<file path="src/rtl/wf8_pkg.sv">
// Shared WF8 core definitions: comparator flag layout,
// branch condition codes and branch-resolve FSM states.
package wf8_pkg;

  localparam int BC_FLAG_COUNT = 2;
  localparam int BC_FLAG_GT    = 1;
  localparam int BC_FLAG_EQ    = 0;

  typedef enum logic [2:0] {
    BEQ     = 3'd0,
    BNE     = 3'd1,
    BGT     = 3'd2,
    BLT     = 3'd3,
    BGE     = 3'd4,
    BLE     = 3'd5,
    BAL     = 3'd6,
    BR_RSVD = 3'd7
  } br_cond_e;

  typedef enum logic [1:0] {
    IDLE       = 2'd0,
    WAIT_FLAGS = 2'd1,
    REDIRECT   = 2'd2,
    FLUSH      = 2'd3
  } br_state_e;

endpackage

</file>
<file path="src/rtl/branch_cond_eval.sv">
// Combinational branch condition evaluator: (cond, {GT,EQ}) -> taken.
// Shared by branch resolution and future predication logic.
module branch_cond_eval
  import wf8_pkg::*;
(
  input  br_cond_e                 cond,
  input  logic [BC_FLAG_COUNT-1:0] flags,
  output logic                     taken
);

  logic gt;
  logic eq;

  assign gt = flags[BC_FLAG_GT];
  assign eq = flags[BC_FLAG_EQ];

  always_comb begin
    taken = 1'b0;
    unique case (cond)
      BEQ:     taken = eq;
      BNE:     taken = ~eq;
      BGT:     taken = gt;
      BLT:     taken = ~gt & ~eq;
      BGE:     taken = gt | eq;
      BLE:     taken = ~gt;
      BAL:     taken = 1'b1;
      BR_RSVD: taken = 1'b0;
      default: taken = 1'b0;
    endcase
  end

endmodule

</file>
<file path="src/rtl/branch_resolve.sv">
// WF8 branch resolution: flag wait, PC redirect handshake, fixed flush.
// Optional BRANCH_LINK_EN adds link-address reporting on taken branches.
module branch_resolve
  import wf8_pkg::*;
#(
  parameter int PC_WIDTH     = 8,
  parameter int FLUSH_CYCLES = 2
) (
  input  logic                     clk,
  input  logic                     rst,
  input  logic                     br_valid,
  output logic                     br_ready,
  input  br_cond_e                 br_cond,
  input  logic [PC_WIDTH-1:0]      br_target,
  input  logic [PC_WIDTH-1:0]      br_pc,
`ifdef BRANCH_LINK_EN
  input  logic                     br_link,
  output logic                     link_valid,
  output logic [PC_WIDTH-1:0]      link_addr,
`endif
  input  logic                     flag_valid,
  input  logic [BC_FLAG_COUNT-1:0] bc_flags,
  output logic                     redirect_valid,
  input  logic                     redirect_ready,
  output logic [PC_WIDTH-1:0]      redirect_pc,
  output logic                     flush,
  output logic                     resolved,
  output logic                     taken
);

  localparam logic [2:0] FLUSH_LOAD = 3'(FLUSH_CYCLES);

  br_state_e             state;
  logic [2:0]            flush_cnt;
  br_cond_e              cond_q;
  logic [PC_WIDTH-1:0]   target_q;

  logic                  in_idle;
  logic                  in_wait;
  logic                  accept;
  logic                  go;
  logic                  eval_taken;
  br_cond_e              eval_cond;
  logic [PC_WIDTH-1:0]   dest;

  assign in_idle = (state == IDLE);
  assign in_wait = (state == WAIT_FLAGS);
  assign accept  = in_idle & br_valid;

  // In IDLE the incoming request is evaluated before it is captured
  assign eval_cond = in_idle ? br_cond : cond_q;
  assign dest      = in_idle ? br_target : target_q;

  assign go = (accept & ((br_cond == BAL) | flag_valid))
            | (in_wait & flag_valid);

  branch_cond_eval u_eval (
    .cond  (eval_cond),
    .flags (bc_flags),
    .taken (eval_taken)
  );

  always_ff @(posedge clk) begin
    if (rst) begin
      state          <= IDLE;
      flush_cnt      <= '0;
      br_ready       <= 1'b1;
      redirect_valid <= 1'b0;
      redirect_pc    <= '0;
      flush          <= 1'b0;
      resolved       <= 1'b0;
      taken          <= 1'b0;
    end else begin
      resolved <= 1'b0;
      if (go) begin
        resolved <= 1'b1;
        taken    <= eval_taken;
        if (eval_taken) begin
          state          <= REDIRECT;
          br_ready       <= 1'b0;
          redirect_valid <= 1'b1;
          redirect_pc    <= dest;
        end else begin
          state    <= IDLE;
          br_ready <= 1'b1;
        end
      end else begin
        unique case (state)
          IDLE: begin
            if (br_valid) begin
              state    <= WAIT_FLAGS;
              br_ready <= 1'b0;
            end
          end
          WAIT_FLAGS: ;
          REDIRECT: begin
            if (redirect_ready) begin
              redirect_valid <= 1'b0;
              if (FLUSH_CYCLES == 0) begin
                state    <= IDLE;
                br_ready <= 1'b1;
              end else begin
                state     <= FLUSH;
                flush     <= 1'b1;
                flush_cnt <= FLUSH_LOAD;
              end
            end
          end
          FLUSH: begin
            if (flush_cnt == 3'd1) begin
              state    <= IDLE;
              flush    <= 1'b0;
              br_ready <= 1'b1;
            end else begin
              flush_cnt <= flush_cnt - 3'd1;
            end
          end
          default: state <= IDLE;
        endcase
      end
    end
  end

`ifdef BRANCH_LINK_EN
  logic                link_q;
  logic [PC_WIDTH-1:0] pc_q;

  always_ff @(posedge clk) begin
    if (rst) begin
      cond_q   <= BEQ;
      target_q <= '0;
      link_q   <= 1'b0;
      pc_q     <= '0;
    end else if (accept) begin
      cond_q   <= br_cond;
      target_q <= br_target;
      link_q   <= br_link;
      pc_q     <= br_pc;
    end
  end

  // Only taken branches reach REDIRECT, so no outcome term is needed
  assign link_valid = (state == REDIRECT) & redirect_ready & link_q;
  assign link_addr  = pc_q + PC_WIDTH'(1);
`else
  logic unused_br_pc;

  assign unused_br_pc = ^br_pc;

  always_ff @(posedge clk) begin
    if (rst) begin
      cond_q   <= BEQ;
      target_q <= '0;
    end else if (accept) begin
      cond_q   <= br_cond;
      target_q <= br_target;
    end
  end
`endif

endmodule

</file>
<file path="config.mk">
export PLATFORM = sky130hd
export DESIGN_NAME = branch_resolve
export DESIGN_NICKNAME = d
export VERILOG_FILES = /design/src/rtl/wf8_pkg.sv /design/src/rtl/branch_cond_eval.sv /design/src/rtl/branch_resolve.sv
export SDC_FILE = /design/constraint.sdc
export NUM_CORES = 1
export LEC_CHECK = 0
export ABC_CLOCK_PERIOD_IN_PS = 3200
export CAP_MARGIN = 20
export CORE_MARGIN = 4
export CORE_UTILIZATION = 39
export DETAILED_ROUTE_END_ITERATION = 8
export GPL_ROUTABILITY_DRIVEN = 0
export PLACE_DENSITY = 0.68
export SKIP_CTS_REPAIR_TIMING = 1
export SLEW_MARGIN = 20
export SYNTH_ARGS = -nofsm -noshare
export SYNTH_HDL_FRONTEND = slang
export SYNTH_HIERARCHICAL = 1
export SYNTH_SLANG_ARGS = --single-unit
</file>
<file path="constraint.sdc">
create_clock -name clk -period 3.2 [get_ports clk]
set_input_delay 0.48 -clock clk [delete_from_list [all_inputs] [get_ports clk]]
set_output_delay 0.48 -clock clk [all_outputs]
set_load 0.05 [all_outputs]
</file>
==> flow_metrics.env <==
export IMPL_synth_most_common_cell="nand2_1"
export IMPL_drv_cap=0
export IMPL_synth_area_leaders="dfxtp_1 (43%), nand2_1 (9.7%), a21oi_1 (6.6%), o221a_2 (6.6%), o21ai_0 (4.4%)"
export IMPL_avgViaCountPerCell=5.19
export IMPL_drive_above_1_share=0.157
export IMPL_synth_adder_area_share=0.0185
export IMPL_fin_area_um2=1790
export IMPL_wl_per_cell_um=13.4
export IMPL_setup_tns_ps=0
export IMPL_clk_pin_slew_ps=90
export IMPL_syn_nets=192
export IMPL_hold_viol_final=0
export IMPL_cts_made_buffers=5
export IMPL_grt_pass1_wl_um=5580
export IMPL_io_pins=39
export IMPL_syn_area_um2=1360
export IMPL_leakage_uw=0.000702
export IMPL_cp_max_fo=8
export IMPL_setup_viol=0
export IMPL_cts_sinks=29
export IMPL_finalCritPeriodShare=0.697
export IMPL_htreeDepth=2
export IMPL_drc=0
export IMPL_slew_viol_final=0
export IMPL_tightest_slew_ps=511
export IMPL_clock_latency_ps=330
export IMPL_synthSimpleGateAreaFrac=0.235
export IMPL_synth_top_area_frac=0.428
export IMPL_postSynthAreaPerCell_um2=8.27
export IMPL_cp_required_ps=3470
export IMPL_finalCoreUtilization=0.537
export IMPL_die_w_um=67.0
export IMPL_yosysWarnings=6
export IMPL_synth_compound_area_frac=0.232
export IMPL_cts_buffer_depth=2
export IMPL_synth_top_family_by_area="simple AND/OR/NAND/NOR gates"
export IMPL_ys_ff_latch=29
export IMPL_max_freq_mhz=448
export IMPL_grt_use_total=0.165
export IMPL_yosys_cell_types_count=31
export IMPL_firstDrtPassIters=4
export IMPL_holdWs_ps=457
export IMPL_register_area_um2=581
export IMPL_yosysSeqAreaShare=0.428
export IMPL_rows=21
export IMPL_synth_edff_count=0
export IMPL_fp_coreArea_um2=3340
export IMPL_synthArstFlopShare=0
export IMPL_critPathArrivalTime_ps=2500
export IMPL_cp_start_kind="flip-flop"
export IMPL_areaGrowthSynthToFinish_pct=32.0
export IMPL_vias=1262
export IMPL_io_buffers=30
export IMPL_drtIter0Drc=56
export IMPL_dpl_cell_area_um2=1710
export IMPL_die_area_um2=4480
export IMPL_hold_class="reg -> reg"
export IMPL_grt_max_degree=22
export IMPL_initial_core_util=0.406
export IMPL_cts_root_buf="clkbuf_4"
export IMPL_yosys_area_top_type="dfxtp_1"
export IMPL_synth_xor_area_share=0
export IMPL_synthTopCellsByCount="nand2_1 (35), dfxtp_1 (29), a21oi_1 (18)"
export IMPL_syn_inst=164
export IMPL_rsz0062_at_grt="false"
export IMPL_wirelength_um=3270
export IMPL_vdd_ir_drop_max_uv=373
export IMPL_muxShareOfSynthArea=0.0323
export IMPL_fillers=331
export IMPL_maxSlewHeadroom=0.658
export IMPL_nets=224
export IMPL_diodes=0
export IMPL_outcome="finished, final reports clean"
export IMPL_dp_hpwl_um=2350
export IMPL_cts_tree="built"
export IMPL_final_cells=243
export IMPL_ant_nets=0
export IMPL_synth_top_flop_cell="dfxtp_1"
export IMPL_first_global_vias=1270
export IMPL_critical_path_class="reg -> reg"
export IMPL_endpoint_kind="flip-flop"
export IMPL_overflow=0
export IMPL_finalClockSkew_ps=16.3
export IMPL_dp_cells=235
export IMPL_min_period_ps=2230
export IMPL_p_per_area_nw_per_um2=610
export IMPL_die_h_um=67.0
export IMPL_multiInputGateArea_um2=703
export IMPL_antenna_found_initial=0
critical path, stage by stage (launching register included):
cell	delay [ps]
dfxtp_1	320
nor2_1	400
mux2_2	430
a221oi_2	260
a41o_1	150
a21boi_2	370
o221a_2	250
flip-flops by register name (all words and copies together), names as in the netlist:
signal and count:
flush_cnt 3, taken 1, cond_q 3, resolved 1, target_q 8, redirect_valid 1
br_ready 1, redirect_pc 8, state 2, flush 1
stage by stage:
stage,total power (µW),setup slack [ps]
final,1090,970
after global routing,1160,788
after global placement,783,889
after floorplan,676,959
after detailed placement,791,858
after CTS,1100,976
where the power goes:
group          internal [µW]  total, µW  switching [µW]
sequential               402        422            20.1
clock                    187        310             123
combinational            144        361             217
worst paths after layout:
kind,start,to,slack [ps],cells past startpoint
worst max-delay path,state[1],redirect_pc[1],970,6
worst min-delay path,target_q[1],target_q[1],460,2
worst max register to register,state[1],redirect_pc[1],970,6
worst min register to register,target_q[1],target_q[1],460,2
cell usage in the layout (no fill, tap or decap):
cell type,count
o21ai_0,12
nand2_1,35
nor2_1,9
o31ai_1,1
nor3_1,1
a41o_1,1
mux2i_1,1
nor3b_4,1
dfxtp_1,29
clkbuf_4,5
a221oi_2,1
nand2b_1,1
a21boi_2,1
bufinv_16,1
ha_1,2
o211ai_1,2
o221a_2,8
and2_4,1
a21oi_1,18
nand3b_1,1
mux2_2,3
or2_2,1
nand4b_2,1
clkdlybuf4s50_1,30
nand3_1,11
a31oi_1,1
clkbuf_1,1
nor2b_1,1
inv_1,5
nand4_1,2
and3_1,2
clkbuf_8,1
buf_4,6
a21bo_2,1
logic make-up after synthesis:
| group | count (synthesis) |
|---|---|
| fa+ha+maj | 2 |
| flops | 29 |
| simple gates | 67 |
| mux | 4 |
| buf+inv | 16 |
| compound gates | 46 |
area by class of cell:
| cell class | instances | area share |
|---|---|---|
| clock buffers | 7 | 0.0307 |
| repair buffers | 36 | 0.193 |
| clock inverters | 1 | 0.0168 |
| flip-flops and latches | 29 | 0.324 |
| inverters | 5 | 0.0105 |
| well taps | 46 | 0.0321 |
| multi-input cells | 119 | 0.393 |
per-layer routing:
layer  global-route usage  up-vias  part of all wire
li1                     -      643                 -
met1                0.190      582              0.44
met2                0.280       32              0.50
met3               0.0438        5             0.046
met4               0.0785        0             0.014
met5                    0        -                 0
Power figures use the tool's default switching activity.
